**src/rtl/alarm_pkg.sv**
```systemverilog
// +----------------------------------------------------------------------+
// | alarm_pkg: shared types and BCD field layout for the alarm block      |
// | Rev 1.0                                                               |
// +----------------------------------------------------------------------+
`default_nettype none

package alarm_pkg;

  localparam int TIME_W    = 20;
  localparam int SEC_U_LSB = 0;
  localparam int SEC_T_LSB = 4;
  localparam int MIN_U_LSB = 7;
  localparam int MIN_T_LSB = 11;
  localparam int HR_U_LSB  = 14;
  localparam int HR_T_LSB  = 18;

  typedef logic [TIME_W-1:0] bcd_time_t;

  typedef enum logic [1:0] {
    IDLE   = 2'd0,
    RING   = 2'd1,
    SNOOZE = 2'd2
  } alarm_state_e;

endpackage

`default_nettype wire

```
**src/rtl/alarm_beep_gen.sv**
```systemverilog
// +----------------------------------------------------------------------+
// | alarm_beep_gen: half-period cycle counter driving the beep phase     |
// | Rev 1.0                                                               |
// +----------------------------------------------------------------------+
`default_nettype none

module alarm_beep_gen #(
  parameter int unsigned CLOCK_FREQUENCY = 2
) (
  input  logic i_clk,
  input  logic i_rst,
  input  logic i_en,
  input  logic i_clr,
  output logic o_phase
);

  localparam int unsigned HALF = (CLOCK_FREQUENCY / 2 > 0) ? CLOCK_FREQUENCY / 2 : 1;
  localparam int unsigned CW   = (HALF > 1) ? $clog2(HALF) : 1;
  localparam logic [CW-1:0] TERM = CW'(HALF - 1);

  logic [CW-1:0] cnt_q, cnt_d;
  logic          phase_q, phase_d;

  always_comb begin
    cnt_d   = cnt_q;
    phase_d = phase_q;
    if (i_clr) begin
      cnt_d   = '0;
      phase_d = 1'b0;
    end else if (i_en) begin
      if (cnt_q == TERM) begin
        cnt_d   = '0;
        phase_d = ~phase_q;
      end else begin
        cnt_d = cnt_q + 1'b1;
      end
    end
  end

  always_ff @(posedge i_clk) begin
    if (i_rst) begin
      cnt_q   <= '0;
      phase_q <= 1'b0;
    end else begin
      cnt_q   <= cnt_d;
      phase_q <= phase_d;
    end
  end

  assign o_phase = phase_q;

endmodule

`default_nettype wire

```
**src/rtl/alarm_trigger.sv**
```systemverilog
// +----------------------------------------------------------------------+
// | alarm_trigger: alarm shadow register, match detect, ring/snooze FSM  |
// | Rev 1.0                                                               |
// +----------------------------------------------------------------------+
`default_nettype none

module alarm_trigger
  import alarm_pkg::*;
#(
  parameter int unsigned CLOCK_FREQUENCY = 2,
  parameter int unsigned RING_SECONDS    = 60,
  parameter int unsigned SNOOZE_SECONDS  = 300
) (
  input  logic              i_clk,
  input  logic              i_rst,
  input  logic [TIME_W-1:0] i_alarm_time,
  input  logic              i_alarm_wr_en,
  input  logic [TIME_W-1:0] i_cur_time,
  input  logic              i_sec_tick,
  input  logic              i_alarm_enable,
  input  logic              i_snooze,
  input  logic              i_stop,
  output logic              o_buzzer,
  output logic              o_ringing,
  output logic              o_snoozing,
  output logic [TIME_W-1:0] o_alarm_reg
);

  localparam int unsigned RW = $clog2(RING_SECONDS + 1);
  localparam int unsigned SW = $clog2(SNOOZE_SECONDS + 1);

  if (RING_SECONDS == 0) begin : g_bad_ring
    $error("alarm_trigger: RING_SECONDS must be nonzero");
  end
  if (SNOOZE_SECONDS == 0) begin : g_bad_snooze
    $error("alarm_trigger: SNOOZE_SECONDS must be nonzero");
  end
  if (CLOCK_FREQUENCY == 0) begin : g_bad_clk
    $error("alarm_trigger: CLOCK_FREQUENCY must be nonzero");
  end

  alarm_state_e  state_q, state_d;
  bcd_time_t     alarm_reg_q;
  logic          armed_q, armed_d;
  logic [RW-1:0] ring_cnt_q, ring_cnt_d;
  logic [SW-1:0] snooze_cnt_q, snooze_cnt_d;
  logic          ringing_q, snoozing_q;
  logic          time_eq, match, beep_clr, phase;

  assign time_eq = (i_cur_time == alarm_reg_q);
  assign match   = i_sec_tick & i_alarm_enable & armed_q & time_eq;

  always_comb begin
    state_d      = state_q;
    ring_cnt_d   = ring_cnt_q;
    snooze_cnt_d = snooze_cnt_q;
    if (!i_alarm_enable) begin
      state_d = IDLE;
    end else if (i_alarm_wr_en && state_q != IDLE) begin
      state_d = IDLE;
    end else begin
      case (state_q)
        IDLE: begin
          if (match) begin
            state_d    = RING;
            ring_cnt_d = RW'(RING_SECONDS);
          end
        end
        RING: begin
          if (i_stop) begin
            state_d = IDLE;
          end else if (i_snooze) begin
            state_d      = SNOOZE;
            snooze_cnt_d = SW'(SNOOZE_SECONDS);
          end else if (i_sec_tick) begin
            if (ring_cnt_q == RW'(1)) state_d = IDLE;
            else                      ring_cnt_d = ring_cnt_q - 1'b1;
          end
        end
        SNOOZE: begin
          if (i_stop) begin
            state_d = IDLE;
          end else if (i_sec_tick) begin
            if (snooze_cnt_q == SW'(1)) begin
              state_d    = RING;
              ring_cnt_d = RW'(RING_SECONDS);
            end else begin
              snooze_cnt_d = snooze_cnt_q - 1'b1;
            end
          end
        end
        default: state_d = IDLE;
      endcase
    end
  end

  // Re-arming needs a tick off the alarm time, so a stopped alarm cannot
  // retrigger within the same matching second.
  always_comb begin
    armed_d = armed_q;
    if (state_q == IDLE && state_d != IDLE) armed_d = 1'b0;
    else if (i_sec_tick && !time_eq)        armed_d = 1'b1;
  end

  assign beep_clr = (state_d == RING) && (state_q != RING);

  always_ff @(posedge i_clk) begin
    if (i_rst) begin
      state_q      <= IDLE;
      alarm_reg_q  <= '0;
      armed_q      <= 1'b1;
      ring_cnt_q   <= '0;
      snooze_cnt_q <= '0;
      ringing_q    <= 1'b0;
      snoozing_q   <= 1'b0;
    end else begin
      state_q      <= state_d;
      armed_q      <= armed_d;
      ring_cnt_q   <= ring_cnt_d;
      snooze_cnt_q <= snooze_cnt_d;
      ringing_q    <= (state_d == RING);
      snoozing_q   <= (state_d == SNOOZE);
      if (i_alarm_wr_en) alarm_reg_q <= i_alarm_time;
    end
  end

  alarm_beep_gen #(
    .CLOCK_FREQUENCY(CLOCK_FREQUENCY)
  ) u_beep (
    .i_clk  (i_clk),
    .i_rst  (i_rst),
    .i_en   (ringing_q),
    .i_clr  (beep_clr),
    .o_phase(phase)
  );

  assign o_buzzer    = ringing_q & phase;
  assign o_ringing   = ringing_q;
  assign o_snoozing  = snoozing_q;
  assign o_alarm_reg = alarm_reg_q;

endmodule

`default_nettype wire

```
**config.mk**
```make
export PLATFORM = sky130hd
export DESIGN_NAME = alarm_trigger
export DESIGN_NICKNAME = d
export VERILOG_FILES = /design/src/rtl/alarm_pkg.sv /design/src/rtl/alarm_beep_gen.sv /design/src/rtl/alarm_trigger.sv
export SDC_FILE = /design/constraint.sdc
export NUM_CORES = 1
export LEC_CHECK = 0
export ABC_AREA = 1
export ABC_CLOCK_PERIOD_IN_PS = 1500
export BUFFER_PORTS_ARGS = -buffer_cell sky130_fd_sc_hd__buf_2
export CAP_MARGIN = 20
export CORE_ASPECT_RATIO = 1.75
export CORE_UTILIZATION = 46
export DETAILED_ROUTE_END_ITERATION = 8
export PLACE_DENSITY = 0.76
export SETUP_SLACK_MARGIN = 0.4
export SYNTH_ARGS = -nofsm -noshare
export SYNTH_HDL_FRONTEND = slang
export SYNTH_SLANG_ARGS = --single-unit
```
**constraint.sdc**
```tcl
create_clock -name i_clk -period 1.5 [get_ports i_clk]
set_input_delay 0.3 -clock i_clk [delete_from_list [all_inputs] [get_ports i_clk]]
set_output_delay 0.3 -clock i_clk [all_outputs]
set_load 0.005 [all_outputs]
```
Word-level counts from Yosys, hierarchy flattened
Index checks and enable logic that the tools add are counted.
{"block": "classes", "mux": 29, "bitwise_logic": 7, "add_sub_neg": 3, "n_eq_ne": 18, "reduce_logical": 15}
{"operator": "$mux 6", "n": 8}
{"operator": "$mux 9", "n": 5}
{"operator": "$eq 20x20->1", "n": 1}
{"operator": "$mux 2", "n": 10}
{"operator": "$ne 2x2->1 const B", "n": 10}
{"operator": "$pmux 6 s3", "n": 1}
{"operator": "$pmux 9 s2", "n": 1}
{"operator": "$reduce_and 11->1", "n": 1}
{"operator": "$eq 9x1->1 const B", "n": 1}
{"operator": "$sub 9x1->9 const B", "n": 1}
{"operator": "$reduce_and 8->1", "n": 1}
{"operator": "$reduce_bool 2->1", "n": 4}
{"operator": "$eq 6x1->1 const B", "n": 1}
{"operator": "$pmux 2 s3", "n": 1}
{"operator": "$sub 6x1->6 const B", "n": 1}
{"operator": "$and 1x1->1", "n": 4}
{"operator": "$eq 2x1->1 const B", "n": 2}
{"operator": "$eq 2x2->1 const B", "n": 2}
{"operator": "$logic_and 1x1->1", "n": 4}
{"operator": "$mux 1", "n": 3}
{"operator": "$not 1->1", "n": 3}
{"operator": "$reduce_bool 3->1", "n": 1}
{"operator": "$logic_not 2->1", "n": 1}
{"operator": "$ne 2x1->1 const B", "n": 1}
{"operator": "other kinds (4)", "n": 4}
{"block": "totals", "word_cells": 81, "out_inout_bits": 23, "inputBits": 47, "regBits": 42}

Logic depth before layout (Yosys ltp)
Gate-level depths: netlist of the first run.
{"block": "logic_depth", "word_depth": 11, "mapped_depth": 13, "ltp_nobuf": 13}

Cells and area by module
A second synthesis of the first run with hierarchy kept.
{"block": "hier_totals", "cells_unflattened": 340, "hier_area_um2": 2244.7}
{"module": "alarm_trigger", "area_per_inst_um2": 2203.4, "cells_per_inst": 334, "n_inst": 1, "seq_area_each_um2": 800.8}
{"module": "alarm_beep_gen", "area_per_inst_um2": 41.3, "cells_per_inst": 6, "n_inst": 1, "seq_area_each_um2": 20.0}

Worst setup path after synthesis of the first run
OpenSTA, ideal clock, no wires.
{"block": "synth_path", "path_type": "register to register", "start": "reg snooze_cnt_q[1]", "end": "reg u_beep.phase_q (netlist: u_beep.o_phase)", "path_stages_with_launch": 10, "t_arrival_ns": 1.353, "slack_ns": 0.034, "synth_period_minus_slack_ns": 1.466, "required_time_ns": 1.387, "n_path_buf": 0, "setup_ns": 0.113, "cell_sequence": "dfxtp_1 -> inv_1 -> ha_1 -> nand3b_2 -> o21ai_2 -> nand3_2 -> nor3_4 -> nand2_4 -> o21ai_1 -> inv_1"}
{"block": "synth_between", "elab_chain_cells": 10}
{"item": "start, declared", "line": "alarm_trigger.sv:46", "rtl": "logic [SW-1:0] snooze_cnt_q, snooze_cnt_d;"}
{"item": "start signal, assigned", "line": "alarm_trigger.sv:120", "rtl": "snooze_cnt_q <= snooze_cnt_d;"}
{"item": "$eq 9x1->1", "line": "alarm_trigger.sv:84", "rtl": "if (snooze_cnt_q == SW'(1)) begin"}
{"item": "$mux 2", "line": "alarm_trigger.sv:84"}
{"item": "$mux 2", "line": "alarm_trigger.sv:83", "rtl": "end else if (i_sec_tick) begin"}
{"item": "$mux 2", "line": "alarm_trigger.sv:81", "rtl": "if (i_stop) begin"}
{"item": "$pmux 2 s3", "line": "alarm_trigger.sv:62", "rtl": "case (state_q)"}
{"item": "$mux 2", "line": "alarm_trigger.sv:59", "rtl": "end else if (i_alarm_wr_en && state_q != IDLE) begin"}
{"item": "$mux 2", "line": "alarm_trigger.sv:57", "rtl": "if (!i_alarm_enable) begin"}
{"item": "$eq 2x1->1", "line": "alarm_trigger.sv:105", "rtl": "assign beep_clr = (state_d == RING) && (state_q != RING);"}
{"item": "$logic_and 1x1->1", "line": "alarm_trigger.sv:105"}
{"item": "$reduce_or 2->1 (no line)"}
{"item": "end signal, assigned", "line": "alarm_beep_gen.sv:46", "rtl": "phase_q <= phase_d;"}
{"item": "end, declared", "line": "alarm_beep_gen.sv:22", "rtl": "logic phase_q, phase_d;"}
Every way passes these cells.
A chain may end at the register's enable or synchronous reset.

Worst setup path after layout of the first run
{"block": "layout_path", "start": "reg snooze_cnt_q[5]", "end": "reg u_beep.phase_q (netlist: u_beep.o_phase)"}
The elaborated chain is that of the path after synthesis.

==> reports/results.ini, run 1 <==
[timing]
skew_ns=0.00325
fin_ws_ns=-0.0312
tightest_slew_ns=0.308
whs_ns=0.223
rsz0062_at_grt=true
setup_violations=3
fin_crit_sh_pct=102
fin_crit_ns=1.53
slew_headroom_pct=79.4
slew_viol_final=0
fmax_ghz=0.653
hold_viol=0

[routing]
route.detailed.drc=0
first_iter_violations=56
vias=2555
post_drt_wl_per_cell_um=12.7
wl_um=6350
antenna_left=0
first_pass_iters=4
vias_per_cell=5.12

[worst_setup_path]
critPathTopFamily=simple AND/OR/NAND/NOR gates
path_cells=nor2_2 -> nand3_2 -> o21ai_4 -> nand3_2 -> nor3_4 -> buf_12 -> nand2_8 -> o21ai_1 -> inv_1
cpMostUsedCell=nand3_2
slowest_stage=dfxtp_1
cp_data_arrival_time_ns=1.73
max_stage_delay_ns=0.32
crit_required_ns=1.70
cp-start-kind=register
worst-setup-path-type=reg2reg
critPathBufInv=2
crit_path_end_kind=register
crit_fanout=8

[clocking]
htreeDepth=2
clock-root-buffer=clkbuf_8
cts_made_buffers=5
path_clk_slew_ns=0.08
clockBufferDepth=2
cts_tree=built
cts.sinks=41
clock_latency_ns=0.30

[logic_synthesis]
yosysTopAreaCell=dfxtp_1
synth.distinct_cells=31
ys_seq_elements=41
ys_seq_area_share_pct=36.4
syn_nets=381
syn_area_um2=2260
synthCells=330
post_synth.cell_area_avg_um2=6.84
synth-warning-count=0
yosysTopAreaCellShare_pct=36.4
synth_area_leaders=dfxtp_1 (36%), nand2_1 (11%), nor2_1 (9.5%)

[floorplanning]
initial_core_util_pct=47.9
die_x_um=54.9
coreArea_um2=4710
die_area_um2=5200
die_h_um=94.6
io_pins=70
rows=33

[worst_hold_path]
hold_class=in2reg

[finish]
stdcell_area_um2=3440
fillers=379
syn_to_final_growth_pct=52.4
drive_gt1_share_pct=48.1
diodes=0
largest_reg_flops=20
final_net_count=497

[global_route]
grt_remaining_overflow=0
grt_pass1_wl_um=9580
grt_use_total_pct=25.0
grt_pass1_vias=2383
grt_max_degree=28
antenna_found_initial=0

[job]
maxCapViolations=0

[status]
violations=negative setup slack
status=finished with violations

[power]
p_per_area_nw_per_um2=688
ir_drop_v=0.000701
power.leakage_uw=0.00167

[placed_design]
dpl.hpwl_um=4470
place.port_buffers=69
place.gp.congestion=0.879
placed_cell_area_um2=3030

-- layout by cell type, fill, tap and decap left out, drive strengths merged --
| cell type | instances |
|---|---|
| inv | 38 |
| xor2 | 16 |
| nand2b | 1 |
| xnor2 | 1 |
| nand3b | 2 |
| nand2 | 72 |
| buf | 116 |
| nand3 | 20 |
| or2 | 2 |
| o21ai | 30 |
| a21boi | 1 |
| nand4 | 6 |
| nor3b | 1 |
| dfxtp | 41 |
| a31oi | 2 |
| ha | 4 |
| clkbuf | 9 |
| a211oi | 1 |
| nor3 | 2 |
| a21oi | 20 |
| nor2 | 62 |
-- timing repair --
| item | in CTS | in global routing |
|---|---|---|
| pin swaps | 10 | 11 |
| setup endpoints to repair | 27 | 33 |
| hold buffers | 0 | 0 |
| hold endpoints to repair | 0 | 0 |
| setup buffers | 8 | 1 |
| resized for setup | 30 | 32 |
| cloned | 0 | 1 |
-- cell families after synthesis --
logic type	synth area share [%]
AND/OR/NAND/NOR	33.8
AO/OA/AOI/OAI	12.9
buffers and inverters	8.10
flip-flops	36.4
XOR/XNOR	6.60
adder cells (fa/ha/maj)	2.22
-- layout make-up --
type | count | area [um2] | area share, %
clock buffers | 8 | 111 | 3.24
inverters | 38 | 148 | 4.29
multi-input cells | 243 | 1440 | 41.8
flip-flops and latches | 41 | 861 | 25.0
well taps | 52 | 65.1 | 1.89
repair buffers | 117 | 816 | 23.7
-- stage by stage --
stage | util (%) | total power, uW | setup slack, ns | instances | TNS, ns
6_report | 73.0 | 2370 | -0.0312 | 499 | -0.0580
5_1_grt | 73.0 | 2460 | -0.114 | 499 | -0.962
4_1_cts | 70.2 | 2370 | 0.00238 | 497 | 0
3_5_place_dp | 64.4 | 1490 | -0.147 | 481 | -0.859
3_3_place_gp | 64.4 | 1480 | -0.108 | 481 | -0.556
2_1_floorplan | - | 1320 | 0.0666 | 330 | 0
-- cells in the mapped netlist --
master,count
a211oi_2,1
a21boi_0,1
a21oi_1,20
a31oi_1,2
buf_6,1
clkbuf_1,7
dfxtp_1,41
ha_1,4
inv_1,34
inv_2,3
inv_4,1
nand2_1,68
nand2_2,2
nand2_4,2
nand2b_1,1
nand3_1,18
nand3_2,2
nand3b_2,2
nand4_1,6
nor2_1,57
nor2_2,3
nor2_4,2
nor3_1,1
nor3_4,1
nor3b_1,1
o21ai_0,27
o21ai_1,1
o21ai_2,2
or2_2,2
xnor2_1,1
xor2_1,16
-- final timing paths --
path	cells after the start	slack (ns)	startpoint	end
max	9	-0.03	snooze_cnt_q[5]$_SDFFE_PP0P_	u_beep.o_phase$_SDFFE_PP0P_
min	3	0.22	i_alarm_time[5]	o_alarm_reg[5]$_SDFFE_PP0P_
max reg2reg	9	-0.03	snooze_cnt_q[5]$_SDFFE_PP0P_	u_beep.o_phase$_SDFFE_PP0P_
min reg2reg	2	0.47	o_alarm_reg[6]$_SDFFE_PP0P_	o_alarm_reg[6]$_SDFFE_PP0P_
-- worst min-delay path, cell delays in order --
cell and delay [ns]:
buf_2 0.07, nor2_1 0.03, nor2_1 0.08
-- metal layers --
| layer | wire length (um) | up-vias | GRT usage, % |
|---|---|---|---|
| met5 | 0 | - | 0 |
| met4 | 225 | 0 | 10.6 |
| met3 | 258 | 20 | 4.03 |
| met2 | 3620 | 78 | 47.8 |
| met1 | 2250 | 1174 | 24.3 |
| li1 | - | 1283 | - |
-- report_power, final --
| part | switching [uW] | internal, uW | leakage, uW |
|---|---|---|---|
| clock | 390 | 476 | 0.0000566 |
| combinational | 167 | 174 | 0.00126 |
| sequential | 30.9 | 1130 | 0.000346 |
| total | 588 | 1780 | 0.00167 |
Note: power is estimated with default switching activity, not from simulation.
==> inputs of run 2 (changes only) <==
--- a/config.mk
+++ b/config.mk
@@ -12,6 +12,7 @@
 export CORE_ASPECT_RATIO = 1.75
 export CORE_UTILIZATION = 46
 export DETAILED_ROUTE_END_ITERATION = 8
+export GPL_TIMING_DRIVEN = 0
 export PLACE_DENSITY = 0.76
 export SETUP_SLACK_MARGIN = 0.4
 export SYNTH_ARGS = -nofsm -noshare
==> run 2 against run 1 <==
- the run still ends with negative setup slack left
- critical path depth rose by 2
- die area did not move
- register-to-register slack got worse by 0.07 ns
- via count shrank 3.3%
- combinational power decreased by 12%
- sequential share of layout area up 2.4 points
- sequential power is essentially flat
- core utilization shrank 6.2 points
- power increased by 0.45%
- routed wire length fell by 4.8%
- clock skew hardly changed
- critical path type unchanged
- largest power group unchanged
==> reports/results.ini, run 2 (synthesis gave the netlist of run 1 again) <==
[timing]
slew_headroom_pct=67.3
fin_crit_ns=1.60
tightest_slew_ns=0.490
hold_viol=0
slew_viol_final=0
setup_violations=16
fmax_ghz=0.625
fin_crit_sh_pct=107
fin_ws_ns=-0.0996
rsz0062_at_grt=true
skew_ns=0.00351

[finish]
final_net_count=475
layout.cells.non_filler=477
drive_gt1_share_pct=43.3
post-route-util_pct=66.9
stdcell_area_um2=3150
layout_commonest_cell=buf_2
fillers=406
most-common-layout-cells=buf_2 (66), nand2_1 (63), nor2_1 (50)
largest_reg_flops=20
diodes=0
syn_to_final_growth_pct=39.5

[floorplanning]
rows=33
coreArea_um2=4710
die_x_um=54.9
die_h_um=94.6
io_pins=70
die_area_um2=5200
initial_core_util_pct=47.9

[routing]
vias_per_cell=5.18
first_pass_iters=4
wl_um=6050
post_drt_wl_per_cell_um=12.7
vias=2470
antenna_left=0
first_iter_violations=50
route.detailed.drc=0

[worst_setup_path]
cp-start-kind=register
crit_fanout=5
crit_path_end_kind=register
path_cells=inv_2 -> ha_4 -> nand3b_4 -> o21ai_4 -> buf_4 -> nand2_2 -> nand2_4 -> inv_6 -> buf_8 -> o21ai_1 -> a21oi_1
crit_required_ns=1.67
worst-setup-path-type=reg2reg
cp_data_arrival_time_ns=1.77
critPathBufInv=4
critPathTopFamily=buffers and inverters
slowest_stage=dfxtp_2
max_stage_delay_ns=0.33

[placed_design]
place.gp.congestion=0.834
dpl.hpwl_um=4090
dp.cells=450
placed_cell_area_um2=2750
place.port_buffers=68

[clocking]
clockBufferDepth=2
htreeDepth=2
path_clk_slew_ns=0.09
clock_latency_ns=0.29
clock-root-buffer=clkbuf_8
cts.sinks=41
cts_tree=built
cts_made_buffers=5

[power]
p_per_area_nw_per_um2=756
power.leakage_uw=0.00153
ir_drop_v=0.000697

[status]
status=finished with violations
violations=negative setup slack

[global_route]
grt_remaining_overflow=0
antenna_found_initial=0
grt_max_degree=15
met3_usage_pct=3.86
grt.busiest_layer=met2
grtUsageMet1_pct=23.2
grtUsageMet2_pct=43.7
grt_pass1_wl_um=8830
grt_use_total_pct=23.1
grt_pass1_vias=2207

[job]
maxCapViolations=0

[worst_hold_path]
hold_class=in2reg

run 2: stage by stage:
step / hold WS [ns] / setup TNS (ns) / setup WS (ns) / power, uW
floorplan: 0.435 / 0 / 0.0666 / 1320
global placement: 0.447 / -1.21 / -0.178 / 1460
detailed placement: 0.455 / -1.52 / -0.200 / 1460
CTS: 0.221 / -0.273 / -0.0511 / 2380
global route: 0.226 / -1.84 / -0.155 / 2470
finish: 0.224 / -0.736 / -0.0996 / 2380
run 2: layer usage:
layer  part of all wire [%]  vias up
met5                      0        -
met4                    2.6        0
met3                    4.5       16
met2                     56       88
met1                     37     1134
li1                       -     1232
run 2: cell type report:
type	instances	area, um2	share of cell area [%]
Tap cell	52	65.1	2.07
Inverter	38	148	4.69
Clock buffer	5	68.8	2.19
Buffer	8	45.0	1.43
Timing Repair Buffer	87	517	16.4
Sequential cell	41	862	27.4
Clock inverter	3	45.0	1.43
Multi-Input combinational cell	243	1400	44.4
run 2: report_power, final:
group	internal (uW)	switching, uW	total [uW]
Combinational	143	157	300
Sequential	1130	32.0	1160
Clock	500	417	916
Total	1770	606	2380
run 2: repair_timing:
action | CTS | global route
hold buffers | 0 | 0
setup endpoints to repair | 40 | 47
cloned | 0 | 1
buffers inserted | 12 | 6
resized for setup | 16 | 32
pin swaps | 13 | 8
run 2: worst paths after layout:
kind | from | end | slack (ns) | cells past startpoint
worst min-delay path | i_alarm_time[14] | o_alarm_reg[14]$_SDFFE_PP0P_ | 0.22 | 3
worst max register to register | snooze_cnt_q[1]$_SDFFE_PP0P_ | snooze_cnt_q[5]$_SDFFE_PP0P_ | -0.1 | 11
worst min register to register | o_alarm_reg[1]$_SDFFE_PP0P_ | o_alarm_reg[1]$_SDFFE_PP0P_ | 0.47 | 2
worst max-delay path | snooze_cnt_q[1]$_SDFFE_PP0P_ | snooze_cnt_q[5]$_SDFFE_PP0P_ | -0.1 | 11
run 2: tightest hold or removal path, cell delays in order:
cell    delay [ns]
buf_2         0.07
nor2_1        0.03
nor2_1        0.08
